`config.mk`:
```
export PLATFORM = sky130hd
export DESIGN_NAME = eluks_boot_dma_flat
export DESIGN_NICKNAME = d
export VERILOG_FILES = /design/src/rtl/eluks_boot_dma_if.sv /design/src/rtl/eluks_boot_dma.sv /design/src/flat_wrapper.sv
export SDC_FILE = /design/constraint.sdc
export NUM_CORES = 1
export LEC_CHECK = 0
export ABC_AREA = 1
export CORE_MARGIN = 2
export CORE_UTILIZATION = 50
export DETAILED_ROUTE_END_ITERATION = 6
export PLACE_DENSITY = 0.76
export SLEW_MARGIN = 20
export SYNTH_ARGS = -nofsm -noshare
export SYNTH_HDL_FRONTEND = slang
export SYNTH_SLANG_ARGS = --single-unit
```
`constraint.sdc`:
```
create_clock -name wb_clk -period 2.12 [get_ports wb_clk]
set_clock_uncertainty 0.15 [all_clocks]
set_input_delay 0.424 -clock wb_clk [delete_from_list [all_inputs] [get_ports wb_clk]]
set_output_delay 0.424 -clock wb_clk [all_outputs]
set_load 0.01 [all_outputs]
```
`src/rtl/eluks_boot_dma_if.sv`:
```
// Wishbone classic bundle between the ELUKS boot DMA master and the shared interconnect.
interface eluks_boot_dma_if #(
  parameter int WB_DATA = 32
);
  logic [WB_DATA-1:0]   wb_adr_o;
  logic [WB_DATA-1:0]   wb_dat_o;
  logic [WB_DATA-1:0]   wb_dat_i;
  logic                 wb_cyc_o;
  logic                 wb_stb_o;
  logic                 wb_we_o;
  logic [WB_DATA/8-1:0] wb_sel_o;
  logic [2:0]           wb_cti_o;
  logic [1:0]           wb_bte_o;
  logic                 wb_ack_i;
  logic                 wb_err_i;
  logic                 wb_rty_i;

  modport master (
    output wb_adr_o, wb_dat_o, wb_cyc_o, wb_stb_o, wb_we_o, wb_sel_o, wb_cti_o, wb_bte_o,
    input  wb_dat_i, wb_ack_i, wb_err_i, wb_rty_i
  );

  modport slave (
    input  wb_adr_o, wb_dat_o, wb_cyc_o, wb_stb_o, wb_we_o, wb_sel_o, wb_cti_o, wb_bte_o,
    output wb_dat_i, wb_ack_i, wb_err_i, wb_rty_i
  );
endinterface

```
`src/rtl/eluks_boot_dma.sv`:
```
// Wishbone boot engine: bus reset hold, ELUKS setup, byte-wise image fetch packed into RAM words.
// Optional BOOT_VERIFY_EN: read back every stored word and fail on a mismatch.
module eluks_boot_dma #(
  parameter int          WB_DATA       = 32,
  parameter logic [31:0] ELUKS_WB_ADDR = 32'h9200_0000,
  parameter logic [31:0] RAM_WB_ADDR   = 32'h0000_0000,
  parameter int          BLOCK_BYTES   = 512,
  parameter int          RST_HOLD_CYC  = 16,
  parameter int          ACK_TIMEOUT   = 1024,
  parameter int          MAX_RETRY     = 3
) (
  input  logic                wb_clk,
  input  logic                rst_n,
  output logic                bus_rst,
  eluks_boot_dma_if.master    wb,
  input  logic                start,
  input  logic [63:0]         psw,
  input  logic [31:0]         start_block,
  input  logic                hmac_enable,
  output logic                cpu_rst,
  output logic                busy,
  output logic                done,
  output logic                error,
  output logic [2:0]          err_code,
  output logic [63:0]         exec_timer
);
  localparam int               BYTES      = WB_DATA / 8;
  localparam logic [WB_DATA-1:0] ELUKS_BASE = WB_DATA'(ELUKS_WB_ADDR);
  localparam logic [WB_DATA-1:0] RAM_BASE   = WB_DATA'(RAM_WB_ADDR);
  localparam logic [3:0]       LAST_BYTE  = 4'(BYTES - 1);

  typedef enum logic [3:0] {
    ST_RST_HOLD, ST_IDLE, ST_CFG, ST_RQST, ST_FETCH, ST_STORE, ST_VERIFY, ST_DONE, ST_FAIL
  } state_t;

  state_t             state_reg;
  logic               acc_wait_reg, cyc_reg, we_reg, acc_we;
  logic [WB_DATA-1:0] adr_reg, dat_reg, word_reg, word_fill, acc_adr, acc_dat, ram_adr;
  logic [2:0]         cfg_idx_reg;
  logic [3:0]         byte_idx_reg;
  logic [7:0]         retry_reg;
  logic [31:0]        hold_cnt_reg, tmo_cnt_reg, idx_reg, words_reg, words_calc, idx_next;
  logic               term_err, term_rty, term_ack;

  assign term_err   = wb.wb_err_i;
  assign term_rty   = wb.wb_rty_i & ~wb.wb_err_i;
  assign term_ack   = wb.wb_ack_i & ~wb.wb_err_i & ~wb.wb_rty_i;
  assign words_calc = (32'(wb.wb_dat_i[WB_DATA-2:0]) * 32'(BLOCK_BYTES)) / 32'(BYTES);
  assign idx_next   = idx_reg + 32'd1;
  assign ram_adr    = RAM_BASE + WB_DATA'(idx_reg) * WB_DATA'(BYTES);

  // First delivered byte lands in the most significant lane.
  genvar gi;
  generate
    for (gi = 0; gi < BYTES; gi++) begin : g_lane
      assign word_fill[gi*8 +: 8] = (byte_idx_reg == 4'(BYTES - 1 - gi)) ?
                                    wb.wb_dat_i[7:0] : word_reg[gi*8 +: 8];
    end
  endgenerate

  always_comb begin
    acc_adr = '0;
    acc_dat = WB_DATA'(1);
    acc_we  = 1'b1;
    case (state_reg)
      ST_CFG: begin
        case (cfg_idx_reg)
          3'd0:    begin acc_adr = ELUKS_BASE + WB_DATA'(0); acc_dat = WB_DATA'(psw[63:32]);  end
          3'd1:    begin acc_adr = ELUKS_BASE + WB_DATA'(1); acc_dat = WB_DATA'(psw[31:0]);   end
          3'd2:    begin acc_adr = ELUKS_BASE + WB_DATA'(2); acc_dat = WB_DATA'(start_block); end
          3'd3:    begin acc_adr = ELUKS_BASE + WB_DATA'(4); acc_dat = WB_DATA'(hmac_enable); end
          default: begin acc_adr = ELUKS_BASE + WB_DATA'(3); acc_dat = WB_DATA'(start_block); end
        endcase
      end
      ST_RQST:   acc_adr = ELUKS_BASE + WB_DATA'(6);
      ST_FETCH:  acc_adr = ELUKS_BASE + WB_DATA'(5);
      ST_STORE:  begin acc_adr = ram_adr; acc_dat = word_reg; end
      ST_VERIFY: begin acc_adr = ram_adr; acc_dat = word_reg; acc_we = 1'b0; end
      default:   ;
    endcase
  end

  always_ff @(posedge wb_clk or negedge rst_n) begin
    if (!rst_n) begin
      state_reg    <= ST_RST_HOLD;
      bus_rst      <= 1'b1;
      cpu_rst      <= 1'b1;
      busy         <= 1'b0;
      done         <= 1'b0;
      error        <= 1'b0;
      err_code     <= 3'd0;
      exec_timer   <= 64'd0;
      cyc_reg      <= 1'b0;
      we_reg       <= 1'b0;
      adr_reg      <= '0;
      dat_reg      <= '0;
      word_reg     <= '0;
      acc_wait_reg <= 1'b0;
      cfg_idx_reg  <= 3'd0;
      byte_idx_reg <= 4'd0;
      retry_reg    <= 8'd0;
      hold_cnt_reg <= 32'd0;
      tmo_cnt_reg  <= 32'd0;
      idx_reg      <= 32'd0;
      words_reg    <= 32'd0;
    end else begin
      case (state_reg)
        ST_RST_HOLD: begin
          if (hold_cnt_reg == 32'(RST_HOLD_CYC - 1)) begin
            bus_rst   <= 1'b0;
            cpu_rst   <= 1'b0;
            state_reg <= ST_IDLE;
          end else begin
            hold_cnt_reg <= hold_cnt_reg + 32'd1;
          end
        end
        ST_IDLE: begin
          cpu_rst <= 1'b0;
          if (start) begin
            exec_timer   <= 64'd0;
            done         <= 1'b0;
            error        <= 1'b0;
            err_code     <= 3'd0;
            busy         <= 1'b1;
            cpu_rst      <= 1'b1;
            cfg_idx_reg  <= 3'd0;
            retry_reg    <= 8'd0;
            acc_wait_reg <= 1'b0;
            state_reg    <= ST_CFG;
          end
        end
        ST_DONE, ST_FAIL: begin
          if (!start) state_reg <= ST_IDLE;
        end
        default: begin
          exec_timer <= exec_timer + 64'd1;
          if (!acc_wait_reg) begin
            cyc_reg      <= 1'b1;
            adr_reg      <= acc_adr;
            dat_reg      <= acc_dat;
            we_reg       <= acc_we;
            tmo_cnt_reg  <= 32'd0;
            acc_wait_reg <= 1'b1;
          end else if (term_err) begin
            cyc_reg <= 1'b0; busy <= 1'b0; cpu_rst <= 1'b0;
            error <= 1'b1; err_code <= 3'd2; state_reg <= ST_FAIL;
          end else if (term_rty) begin
            cyc_reg      <= 1'b0;
            acc_wait_reg <= 1'b0;
            if (retry_reg == 8'(MAX_RETRY)) begin
              busy <= 1'b0; cpu_rst <= 1'b0;
              error <= 1'b1; err_code <= 3'd4; state_reg <= ST_FAIL;
            end else begin
              retry_reg <= retry_reg + 8'd1;
            end
          end else if (term_ack) begin
            cyc_reg      <= 1'b0;
            acc_wait_reg <= 1'b0;
            retry_reg    <= 8'd0;
            case (state_reg)
              ST_CFG: begin
                if (cfg_idx_reg == 3'd4) state_reg <= ST_RQST;
                else cfg_idx_reg <= cfg_idx_reg + 3'd1;
              end
              ST_RQST: begin
                words_reg    <= words_calc;
                idx_reg      <= 32'd0;
                byte_idx_reg <= 4'd0;
                if (wb.wb_dat_i[WB_DATA-1]) begin
                  busy <= 1'b0; cpu_rst <= 1'b0;
                  error <= 1'b1; err_code <= 3'd1; state_reg <= ST_FAIL;
                end else if (words_calc == 32'd0) begin
                  busy <= 1'b0; cpu_rst <= 1'b0; done <= 1'b1; state_reg <= ST_DONE;
                end else begin
                  state_reg <= ST_FETCH;
                end
              end
              ST_FETCH: begin
                word_reg <= word_fill;
                if (byte_idx_reg == LAST_BYTE) begin
                  byte_idx_reg <= 4'd0;
                  state_reg    <= ST_STORE;
                end else begin
                  byte_idx_reg <= byte_idx_reg + 4'd1;
                end
              end
`ifdef BOOT_VERIFY_EN
              ST_STORE: state_reg <= ST_VERIFY;
              ST_VERIFY: begin
                if (wb.wb_dat_i != word_reg) begin
                  busy <= 1'b0; cpu_rst <= 1'b0;
                  error <= 1'b1; err_code <= 3'd5; state_reg <= ST_FAIL;
                end else begin
                  idx_reg <= idx_next;
                  if (idx_next == words_reg) begin
                    busy <= 1'b0; cpu_rst <= 1'b0; done <= 1'b1; state_reg <= ST_DONE;
                  end else begin
                    state_reg <= ST_FETCH;
                  end
                end
              end
`else
              ST_STORE: begin
                idx_reg <= idx_next;
                if (idx_next == words_reg) begin
                  busy <= 1'b0; cpu_rst <= 1'b0; done <= 1'b1; state_reg <= ST_DONE;
                end else begin
                  state_reg <= ST_FETCH;
                end
              end
`endif
              default: ;
            endcase
          end else if (tmo_cnt_reg == 32'(ACK_TIMEOUT - 1)) begin
            cyc_reg <= 1'b0; busy <= 1'b0; cpu_rst <= 1'b0;
            error <= 1'b1; err_code <= 3'd3; state_reg <= ST_FAIL;
          end else begin
            tmo_cnt_reg <= tmo_cnt_reg + 32'd1;
          end
        end
      endcase
    end
  end

  assign wb.wb_adr_o = adr_reg;
  assign wb.wb_dat_o = dat_reg;
  assign wb.wb_cyc_o = cyc_reg;
  assign wb.wb_stb_o = cyc_reg;
  assign wb.wb_we_o  = we_reg;
  assign wb.wb_sel_o = '1;
  assign wb.wb_cti_o = 3'b000;
  assign wb.wb_bte_o = 2'b00;
endmodule

```
`src/flat_wrapper.sv`:
```
// flat-port wrapper written by rule: the top's interface ports become plain ports
module eluks_boot_dma_flat 
#(
  parameter int          WB_DATA       = 32,
  parameter logic [31:0] ELUKS_WB_ADDR = 32'h9200_0000,
  parameter logic [31:0] RAM_WB_ADDR   = 32'h0000_0000,
  parameter int          BLOCK_BYTES   = 512,
  parameter int          RST_HOLD_CYC  = 16,
  parameter int          ACK_TIMEOUT   = 1024,
  parameter int          MAX_RETRY     = 3
)
  (wb_clk, rst_n, bus_rst, start, psw, start_block, hmac_enable, cpu_rst, busy, done, error, err_code, exec_timer, wb_wb_adr_o, wb_wb_dat_o, wb_wb_cyc_o, wb_wb_stb_o, wb_wb_we_o, wb_wb_sel_o, wb_wb_cti_o, wb_wb_bte_o, wb_wb_dat_i, wb_wb_ack_i, wb_wb_err_i, wb_wb_rty_i);
  eluks_boot_dma_if #(.WB_DATA(WB_DATA)) wb_i ();
  input  logic wb_clk;
  input  logic rst_n;
  output logic bus_rst;
  input  logic start;
  input  logic [63:0] psw;
  input  logic [31:0] start_block;
  input  logic hmac_enable;
  output logic cpu_rst;
  output logic busy;
  output logic done;
  output logic error;
  output logic [2:0] err_code;
  output logic [63:0] exec_timer;
  output wire logic [$bits(wb_i.wb_adr_o)-1:0] wb_wb_adr_o;
  output wire logic [$bits(wb_i.wb_dat_o)-1:0] wb_wb_dat_o;
  output wire logic [$bits(wb_i.wb_cyc_o)-1:0] wb_wb_cyc_o;
  output wire logic [$bits(wb_i.wb_stb_o)-1:0] wb_wb_stb_o;
  output wire logic [$bits(wb_i.wb_we_o)-1:0] wb_wb_we_o;
  output wire logic [$bits(wb_i.wb_sel_o)-1:0] wb_wb_sel_o;
  output wire logic [$bits(wb_i.wb_cti_o)-1:0] wb_wb_cti_o;
  output wire logic [$bits(wb_i.wb_bte_o)-1:0] wb_wb_bte_o;
  input wire logic [$bits(wb_i.wb_dat_i)-1:0] wb_wb_dat_i;
  input wire logic [$bits(wb_i.wb_ack_i)-1:0] wb_wb_ack_i;
  input wire logic [$bits(wb_i.wb_err_i)-1:0] wb_wb_err_i;
  input wire logic [$bits(wb_i.wb_rty_i)-1:0] wb_wb_rty_i;
  assign wb_wb_adr_o = wb_i.wb_adr_o;
  assign wb_wb_dat_o = wb_i.wb_dat_o;
  assign wb_wb_cyc_o = wb_i.wb_cyc_o;
  assign wb_wb_stb_o = wb_i.wb_stb_o;
  assign wb_wb_we_o = wb_i.wb_we_o;
  assign wb_wb_sel_o = wb_i.wb_sel_o;
  assign wb_wb_cti_o = wb_i.wb_cti_o;
  assign wb_wb_bte_o = wb_i.wb_bte_o;
  assign wb_i.wb_dat_i = wb_wb_dat_i;
  assign wb_i.wb_ack_i = wb_wb_ack_i;
  assign wb_i.wb_err_i = wb_wb_err_i;
  assign wb_i.wb_rty_i = wb_wb_rty_i;
  eluks_boot_dma #(.WB_DATA(WB_DATA), .ELUKS_WB_ADDR(ELUKS_WB_ADDR), .RAM_WB_ADDR(RAM_WB_ADDR), .BLOCK_BYTES(BLOCK_BYTES), .RST_HOLD_CYC(RST_HOLD_CYC), .ACK_TIMEOUT(ACK_TIMEOUT), .MAX_RETRY(MAX_RETRY)) u_core (.wb_clk(wb_clk), .rst_n(rst_n), .bus_rst(bus_rst), .wb(wb_i), .start(start), .psw(psw), .start_block(start_block), .hmac_enable(hmac_enable), .cpu_rst(cpu_rst), .busy(busy), .done(done), .error(error), .err_code(err_code), .exec_timer(exec_timer));
endmodule
```
Word-level counts from Yosys, hierarchy flattened --
Cells that the tools add are included.
Cells by class: add/subtract/negate cells 7, bitwise logic cells 11, reductions and logical operators 40, equal/unequal tests 48, mux-type cells 98
Operator list (number):
- 32-bit 2-to-1 mux | 5
- 32-bit one-hot mux with 2 select lines | 2
- 32-bit one-hot mux with 4 select lines | 1
- 64-bit one-hot mux with 2 select lines | 1
- 32-bit by 1-bit adder with 32-bit output, second input constant | 3
- 32-bit one-hot mux with 3 select lines | 1
- 64-bit by 1-bit adder with 64-bit output, second input constant | 1
- 64-bit 2-to-1 mux | 1
- 4-bit 2-to-1 mux | 13
- 8-bit 2-to-1 mux | 6
- 3-bit 2-to-1 mux | 15
- 1-bit 2-to-1 mux | 37
- 7-bit AND reduction | 5
- 32-bit by 10-bit == test with 1-bit output, second input constant | 1
- 32-bit by 30-bit == test with 1-bit output | 1
- 32-bit by 4-bit == test with 1-bit output, second input constant | 1
- 32-bit logical NOT | 1
- 8-bit by 7-bit != test with 1-bit output, second input constant | 3
- 6-bit AND reduction | 4
- 8-bit AND reduction | 3
- 7-bit by 6-bit != test with 1-bit output, second input constant | 3
- 4-bit by 2-bit == test with 1-bit output, second input constant | 4
- 4-bit by 3-bit == test with 1-bit output, second input constant | 4
- 2-bit != test, second input constant | 8
- other kinds (45) | 80
Word-level totals: output and inout port bits 148, logic and storage cells 228, input port bits 135, register bits 309

Depth between registers and ports, before layout --
Gate-level depths: netlist (run 1).
word-level depth 9, depth in mapped cells 18, gate-level depth less buffers 18

Worst setup path before layout (run 1) --
No wires, ideal clock.
path kind register -> register, start reg u_core.exec_timer[0], end reg u_core.exec_timer[62], stages on the path, launching flop included 16, arrival time 1.992 ns, library setup time 0.132 ns, data required time 1.838 ns, buffers on the path 0, period minus slack after synthesis 2.274 ns, slack -0.154 ns, cell sequence dfrtp_1 > ha_1 > nand2_1 > nor2_2 > nand2_2 > nor2_4 > nand3_2 > inv_2 > nand2_2 > nor2_4 > nand4_2 > nand3b_4 > nor2_4 > nand3_1 > nand3_1 > o21ai_0
Between the ends: word-level cells in the longest chain between the ends 2
RTL lines:
- start, declared | RTL line eluks_boot_dma.sv:25 | output logic [63:0] exec_timer
- start signal, assigned | RTL line eluks_boot_dma.sv:136 | exec_timer <= exec_timer + 64'd1;
- 64-bit by 1-bit adder with 64-bit output | RTL line eluks_boot_dma.sv:136
- 64-bit one-hot mux with 2 select lines | RTL line eluks_boot_dma.sv:107 | case (state_reg)
No other way between the ends. A chain may end at the register's enable or synchronous reset.

Final worst setup path (run 1) --
start reg u_core.idx_reg[1], end reg u_core.state_reg[1]
Between the ends: word-level cells in the longest chain between the ends 9
RTL lines:
- start, declared | RTL line eluks_boot_dma.sv:42 | logic [31:0] hold_cnt_reg, tmo_cnt_reg, idx_reg, words_reg, words_calc, idx_next;
- start signal, assigned | RTL line eluks_boot_dma.sv:204 | idx_reg <= idx_next;
- 32-bit by 1-bit adder with 32-bit output | RTL line eluks_boot_dma.sv:49 | assign idx_next = idx_reg + 32'd1;
- 32-bit by 30-bit == test with 1-bit output | RTL line eluks_boot_dma.sv:205 | if (idx_next == words_reg) begin
- 2-bit 2-to-1 mux | RTL line eluks_boot_dma.sv:205
- 4-bit one-hot mux with 4 select lines | RTL line eluks_boot_dma.sv:160 | case (state_reg)
- 4-bit 2-to-1 mux | RTL line eluks_boot_dma.sv:156 | end else if (term_ack) begin
- 4-bit 2-to-1 mux | RTL line eluks_boot_dma.sv:147 | end else if (term_rty) begin
- 4-bit 2-to-1 mux | RTL line eluks_boot_dma.sv:144 | end else if (term_err) begin
- 4-bit 2-to-1 mux | RTL line eluks_boot_dma.sv:137 | if (!acc_wait_reg) begin
- 4-bit one-hot mux with 3 select lines | RTL line eluks_boot_dma.sv:107
- end signal, assigned | RTL line eluks_boot_dma.sv:112 | state_reg <= ST_IDLE;
- end signal, assigned | RTL line eluks_boot_dma.sv:146 | error <= 1'b1; err_code <= 3'd2; state_reg <= ST_FAIL;
- end signal, assigned | RTL line eluks_boot_dma.sv:152 | error <= 1'b1; err_code <= 3'd4; state_reg <= ST_FAIL;
- end, declared | RTL line eluks_boot_dma.sv:36 | state_t state_reg;
No other way between the ends. The select of a mux whose other input is x is not followed.

==> results of run 1 <==
worst max-delay path by stage:
stage	start	end	slack (ns)	depth (start not counted)
2_1_floorplan	u_core.exec_timer[1]	u_core.exec_timer[62]	-0.11	15
6_report	u_core.idx_reg[1]	u_core.state_reg[1]	-0.62	16
3_5_place_dp	wb_wb_err_i	u_core.state_reg[3]	-0.53	12
4_1_cts	u_core.idx_reg[1]	u_core.busy	-0.43	17
5_1_grt	u_core.idx_reg[12]	u_core.busy	-0.73	17
3_3_place_gp	wb_wb_err_i	u_core.retry_reg[6]	-0.50	15
cells by family (layout without fill, tap and decap cells):
group | Yosys count | count (layout)
and+or+nand+nor | 1287 | 1287
AOI/OAI and AO/OA | 400 | 400
buffers and inverters | 379 | 1153
DFF | 309 | 309
xor gates and xnor gates | 52 | 52
adders and majority gates | 14 | 14
other | 2 | 10
routing by layer:
| metal | GRT usage, % | part of all wire (%) | wire (µm) | up-vias |
|---|---|---|---|---|
| met1 | 43.68 | 38 | 27530 | 10260 |
| met5 | 0 | 0 | 0 | - |
| met3 | 5.858 | 8.3 | 6063 | 390 |
| li1 | - | - | - | 9636 |
| met2 | 58.68 | 48 | 35030 | 1304 |
| met4 | 14.62 | 5.7 | 4135 | 0 |
placed cells by master (no fill, tap or decap), types with 8 or more instances in the layout:
master	count
a21oi_1	24
a21oi_2	25
a31o_2	16
a31oi_1	26
buf_12	21
buf_4	440
buf_6	60
clkbuf_1	13
clkbuf_16	39
clkdlybuf4s50_1	234
conb_1	9
dfrtp_1	296
dfrtp_2	11
dlygate4sd2_1	23
ha_1	10
inv_1	254
inv_2	26
inv_4	10
nand2_1	592
nand2_2	47
nand2_4	23
nand3_1	134
nand3_2	30
nand3_4	13
nand4_1	52
nor2_1	180
nor2_2	34
nor2_4	35
nor3_1	64
nor3_2	19
nor4_1	28
o21ai_0	98
o21ai_1	53
o21ai_2	35
o22ai_1	21
o22ai_2	12
o31ai_1	27
o31ai_4	8
xor2_1	40
stage by stage:
stage	setup TNS (ns)	power, W	instances	util (%)
after floorplan	-0.2273	0.01696	2450	-
final	-32.81	0.03596	3686	80.21
after global routing	-44.88	0.03765	3685	80.20
after CTS	-15.39	0.03308	3665	76.38
after global placement	-49.80	0.02435	3504	67.98
after detailed placement	-59.81	0.02487	3504	67.98
power by group through the flow:
stage | Combinational (W) | Sequential [W] | Clock (W)
finish | 0.0212 | 0.00891 | 0.00586
detailed placement | 0.0160 | 0.00883 | 0
CTS | 0.0185 | 0.00875 | 0.00587
global route | 0.0225 | 0.00905 | 0.00610
floorplan | 0.00788 | 0.00908 | 0
global placement | 0.0156 | 0.00878 | 0
final cells by class:
class | instances | area (µm²)
antenna | 1 | 2.502
clock buffer | 52 | 979.7
clock inverter | 9 | 76.32
fill | 2173 | 7023
multi-input combinational | 1762 | 10570
tap | 461 | 576.8
inverter | 292 | 1137
sequential | 309 | 7749
timing repair buffer | 800 | 7366
timing repair:
item	4_1_cts	5_1_grt
gates cloned	9	4
buffers inserted	96	42
pin swaps	83	106
gates resized for setup	360	290
setup endpoints to repair	182	314
endpoints found under the hold margin	279	0
hold buffers	1	0
==> run_results.csv, run 1 <==
group,metric,value,unit
outcome,status,"finished, violations left",
outcome,violations,"setup timing",
logic_synthesis,seq_area_frac_synth,43.12,%
logic_synthesis,yosysTopAreaCell,"dfrtp_1",
worst_setup_path,cpMostUsedCell,"nand2_1",
route,drtPass1Iterations,6,
run,maxCapViolations,0,
finish,areaGrowthSynthToFinish,58.66,%
sta,setup_ws,-0.6162,ns
placement,port_buffers,265,
sta,finalCritPeriodShare,129.1,%
logic_synthesis,synth_top_family_by_area,"simple AND/OR/NAND/NOR gates",
worst_setup_path,slowest_delay,0.37,ns
pwr,p_leak,12.98,nW
sta,hold_violations,0,
sta,holdWs,0.2243,ns
floorplanning,initial_utilization,50.55,%
finish,largest_register_ffs,64,
pwr,power_frac_comb,58.9,%
pwr,clockPowerShare,16.3,%
finish,fin_area,0.02846,mm²
sta,rsz0062_at_grt,"yes",
worst_setup_path,timing.rr.end,"u_core.state_reg[1]",
worst_setup_path,arrival,3.03,ns
cts,numCtsBuffers,35,
worst_setup_path,cp_max_fo,2,
grt,grt_pass1_vias,20930,
logic_synthesis,synth.avg_cell_area,7.342,µm²
placement,place_congestion,0.9990,
route,avgRoutedWirePerCell,19.74,µm
logic_synthesis,yosysTopAreaCellShare,42.83,%
logic_synthesis,synth_fa_ha_area_share,0.9766,%
finish,drive_above_1_share,31.05,%
route,first_iter_violations,2120,
logic_synthesis,synth-simple-area-share,31.47,%
cts,htree_num_levels,2,
pwr,p_int,0.02009,W
worst_setup_path,path_buf_inv,2,
logic_synthesis,synth_compound_area_share,13.26,%
logic_synthesis,synth-async-reset-ratio,100.0,%
cts,clock_latency,0.53,ns
worst_setup_path,ff2ff_path_depth,16,
logic_synthesis,synth_xor_xnor_area_share,2.693,%
worst_setup_path,r2r-start,"u_core.idx_reg[1]",
logic_synthesis,synthDistinctLibCells,61,
cts,cts_max_path_buffers,3,
grt,gr-total-overflow,0,
floorplanning,core,0.03548,mm²
cts,clockRootBuffer,"clkbuf_16",
pwr,p_per_area,1264,mW/mm²
worst_setup_path,cp.required,2.41,ns
sta,setup_viol,138,
logic_synthesis,netlist_area,0.01794,mm²
finish,layout.nets,3349,
placement,post-dp-hpwl,46060,µm
worst_setup_path,crit_path_end_kind,"register",
route,wirelength,72760,µm
logic_synthesis,ys_seq_elements,309,
worst_setup_path,worstPathCellList,"ha_2, buf_4, buf_4, nand3_2, nor2_1, xor2_1, nand2_1, nor2_1, nand2_1, nor2_1, nand2_1, nor2_1, nand4_1, nand2_1, nand2_1, a21oi_2",
sta,slew_violations,0,
route,final_antenna_net_count,0,
logic_synthesis,yosys-top-cells-area,"dfrtp_1 (43%), nand2_1 (14%), inv_1 (5.7%), o21ai_0 (5.0%), nand3_1 (4.9%)",
pwr,peakVddDrop,0.0009726,V
logic_synthesis,synth.most_common_cell,"nand2_1",
logic_synthesis,synth_top_cells_by_count,"nand2_1 (658), dfrtp_1 (307), inv_1 (274)",
worst_setup_path,crit_path_top_delay_cell,"dfrtp_1",
sta,maxSlewHeadroom,52.49,%
floorplanning,die-area,0.03741,mm²
floorplanning,chipHeight,193.4,µm
pwr,p_sw_share,44.14,%
logic_synthesis,synth-main-ff-cell,"dfrtp_1",
sta,fin_crit,2.736,ns
pwr,switchingPower,0.01587,W
pwr,seq_power_share,24.8,%
sta,worstMarginPinSlew,0.7061,ns
logic_synthesis,synthCells,2443,
grt,grt_max_degree,60,
worst_setup_path,critPathTopFamily,"simple AND/OR/NAND/NOR gates",
sta,fmax,0.3655,GHz
placement,place_area,0.02412,mm²
worst_setup_path,rrSetupSlack,-0.62,ns
route,vias,21590,
finish,largest-register,"u_core.exec_timer",
route,vias_per_cell,5.856,
floorplanning,std_cell_rows,69,
route,drc_errors,0,
cts,cts_tree,"yes",
grt,antenna_found_initial,0,
worst_setup_path,cp-start-kind,"register",
placement,dp_slack,-0.5341,ns
floorplanning,ios,283,
grt,track_usage,34.57,%
floorplanning,chipWidth,193.4,µm
cts,numClockSinks,309,
logic_synthesis,yosysWarningCount,0,
logic_synthesis,synth_edf_count,0,
logic_synthesis,synth.area.mux_share,0,%
grt,grt_pass1_wl,106000,µm
worst_hold_path,holdCritPathClass,"in2async",
cts,path_clk_slew,0.06,ns
worst_setup_path,crit_type,"reg2reg",
(Power assumes the default switching activity.)
==> inputs of run 2 (changes only) <==
--- a/config.mk
+++ b/config.mk
@@ -10,6 +10,7 @@
 export CORE_UTILIZATION = 50
 export DETAILED_ROUTE_END_ITERATION = 6
 export PLACE_DENSITY = 0.76
+export SKIP_CTS_REPAIR_TIMING = 1
 export SLEW_MARGIN = 20
 export SYNTH_ARGS = -nofsm -noshare
 export SYNTH_HDL_FRONTEND = slang
==> run 2 against run 1 <==
  * The flow still finishes with violations (setup timing)
  * Fmax about the same
  * Sequential share of layout area grew 0.49 points
  * Via count down 3.3%
  * Critical path depth stayed put
  * Power is 1.9% lower
  * Critical endpoint is now u_core.done
==> run_results.csv, run 2 (same netlist as run 1, synthesis figures left out) <==
group,metric,value,unit
outcome,status,"finished, violations left",
outcome,violations,"setup timing",
grt,grt_max_degree,60,
worst_setup_path,critPathTopFamily,"simple AND/OR/NAND/NOR gates",
floorplanning,std_cell_rows,69,
pwr,p_leak,12.97,nW
sta,holdWs,0.2249,ns
route,vias_per_cell,5.737,
pwr,p_sw_share,43.78,%
placement,dp.cells,3504,
worst_setup_path,path_buf_inv,1,
pwr,clockPowerShare,16.5,%
worst_setup_path,arrival,3.04,ns
sta,maxSlewHeadroom,51.98,%
grt,antenna_found_initial,0,
finish,layout_common_cells,"nand2_1 (592), buf_4 (404), dfrtp_1 (294), inv_1 (252), clkdlybuf4s50_1 (234)",
worst_setup_path,crit_path_end_kind,"register",
cts,cts_max_path_buffers,3,
cts,htree_num_levels,2,
cts,numCtsBuffers,35,
run,maxCapViolations,0,
sta,finalCritPeriodShare,128.9,%
grt,grt-busiest-layer,"met2",
route,final_antenna_net_count,0,
finish,fillers,2266,
pwr,p_int,0.01984,W
cts,numClockSinks,309,
sta,setup-tns-final,-21.21,ns
finish,largest-register,"u_core.exec_timer",
grt,track_usage,31.68,%
grt,globalRouteMet1Util,41.37,%
route,wirelength,68490,µm
grt,gr-total-overflow,0,
floorplanning,chipHeight,193.4,µm
worst_setup_path,cp_max_fo,5,
sta,worstMarginPinSlew,0.7137,ns
sta,hold_violations,0,
sta,setup_viol,127,
route,vias,20870,
sta,fin_crit,2.734,ns
worst_setup_path,slowest_delay,0.38,ns
placement,place_congestion,0.9990,
grt,met3_usage,5.335,%
worst_setup_path,worstPathCellList,"ha_2, nand2_2, nor2_4, nand2_4, nor2_4, nand3_1, nand3_1, nand2_2, nor2_2, nand3b_1, nor2_2, nand3b_1, buf_4, nand2_1, a21oi_2, nor2_1",
pwr,seq_power_share,25.3,%
worst_setup_path,cp.required,2.42,ns
floorplanning,ios,283,
cts,clockRootBuffer,"clkbuf_16",
pwr,p_per_area,1262,mW/mm²
pwr,peakVddDrop,0.0009838,V
finish,layout.cells.non_filler,3638,
finish,largest_register_ffs,64,
route,first_iter_violations,2185,
route,drc_errors,0,
finish,areaGrowthSynthToFinish,55.91,%
floorplanning,chipWidth,193.4,µm
floorplanning,die-area,0.03741,mm²
floorplanning,initial_utilization,50.55,%
pwr,power_frac_comb,58.2,%
worst_setup_path,crit_path_top_delay_cell,"dfrtp_1",
floorplanning,core,0.03548,mm²
route,avgRoutedWirePerCell,18.83,µm
grt,grt_pass1_wl,97530,µm
route,drtPass1Iterations,7,
finish,layout.nets,3302,
sta,slew_violations,0,
sta,setup_ws,-0.6137,ns
cts,clock_latency,0.53,ns
grt,grt_pass1_vias,19470,
finish,layout_commonest_cell,"nand2_1",
sta,rsz0062_at_grt,"yes",
finish,diodes,0,
pwr,switchingPower,0.01545,W
worst_setup_path,crit_type,"reg2reg",
worst_setup_path,cp-start-kind,"register",
worst_hold_path,holdCritPathClass,"in2async",
finish,drive_above_1_share,29.87,%
cts,cts_tree,"yes",
grt,met2_usage,52.58,%
placement,post-dp-hpwl,46060,µm
sta,fmax,0.3658,GHz
placement,port_buffers,265,
cts,path_clk_slew,0.06,ns
[run 2: per-stage QoR]
step,area (µm²),utilization [%],setup WS [ns],power (W)
floorplan,17980,-,-0.1144,0.01696
global placement,24120,67.98,-0.4987,0.02435
detailed placement,24120,67.98,-0.5341,0.02487
CTS,25180,70.95,-0.5877,0.03080
global route,27970,78.81,-0.7063,0.03704
finish,27970,78.81,-0.6137,0.03529
[run 2: area by class of cell]
| type | instances | area (µm²) | share of cell area, % |
|---|---|---|---|
| multi-input combinational | 1763 | 10400 | 37.20 |
| sequential | 309 | 7751 | 27.72 |
| timing repair buffer | 752 | 7037 | 25.16 |
| inverter | 292 | 1142 | 4.085 |
| clock buffer | 52 | 979.7 | 3.503 |
| tap | 461 | 576.8 | 2.063 |
| clock inverter | 9 | 76.32 | 0.2729 |
[run 2: metal layers]
layer	up-vias	share of wire [%]	wire length (µm)
met5	-	0	0
met4	0	4.7	3186
met3	247	7.9	5406
met2	1095	48	32710
met1	10000	40	27190
li1	9528	-	-
[run 2: power by group through the flow]
stage / Clock, W / Combinational (W) / Sequential (W)
3_5_place_dp: 0 / 0.0160 / 0.00883
3_3_place_gp: 0 / 0.0156 / 0.00878
4_1_cts: 0.00587 / 0.0162 / 0.00876
5_1_grt: 0.00609 / 0.0219 / 0.00908
6_report: 0.00582 / 0.0205 / 0.00893
2_1_floorplan: 0 / 0.00788 / 0.00908
[run 2: path summary, 6_finish.rpt]
| path | to | start | cells past startpoint | slack (ns) |
|---|---|---|---|---|
| min in group wb_clk | u_core.cpu_rst | u_core.cpu_rst | 2 | 0.33 |
| setup reg to reg | u_core.done | u_core.idx_reg[1] | 16 | -0.61 |
| setup / recovery | u_core.done | u_core.idx_reg[1] | 16 | -0.61 |
| max in group asynchronous | u_core.words_reg[17] | rst_n | 3 | 0.89 |
| hold reg to reg | u_core.cpu_rst | u_core.cpu_rst | 2 | 0.33 |
| hold / removal | u_core.tmo_cnt_reg[21] | rst_n | 2 | 0.22 |
[run 2: worst register-to-register path: cells and delay by family, from the launching register on]
family | cells | cell delay [ns]
buffers and inverters | 1 | 0.19
AO/OA/AOI/OAI | 1 | 0.05
flip-flops | 1 | 0.38
AND/OR/NAND/NOR | 13 | 1.68
adder cells (fa/ha/maj) | 1 | 0.20
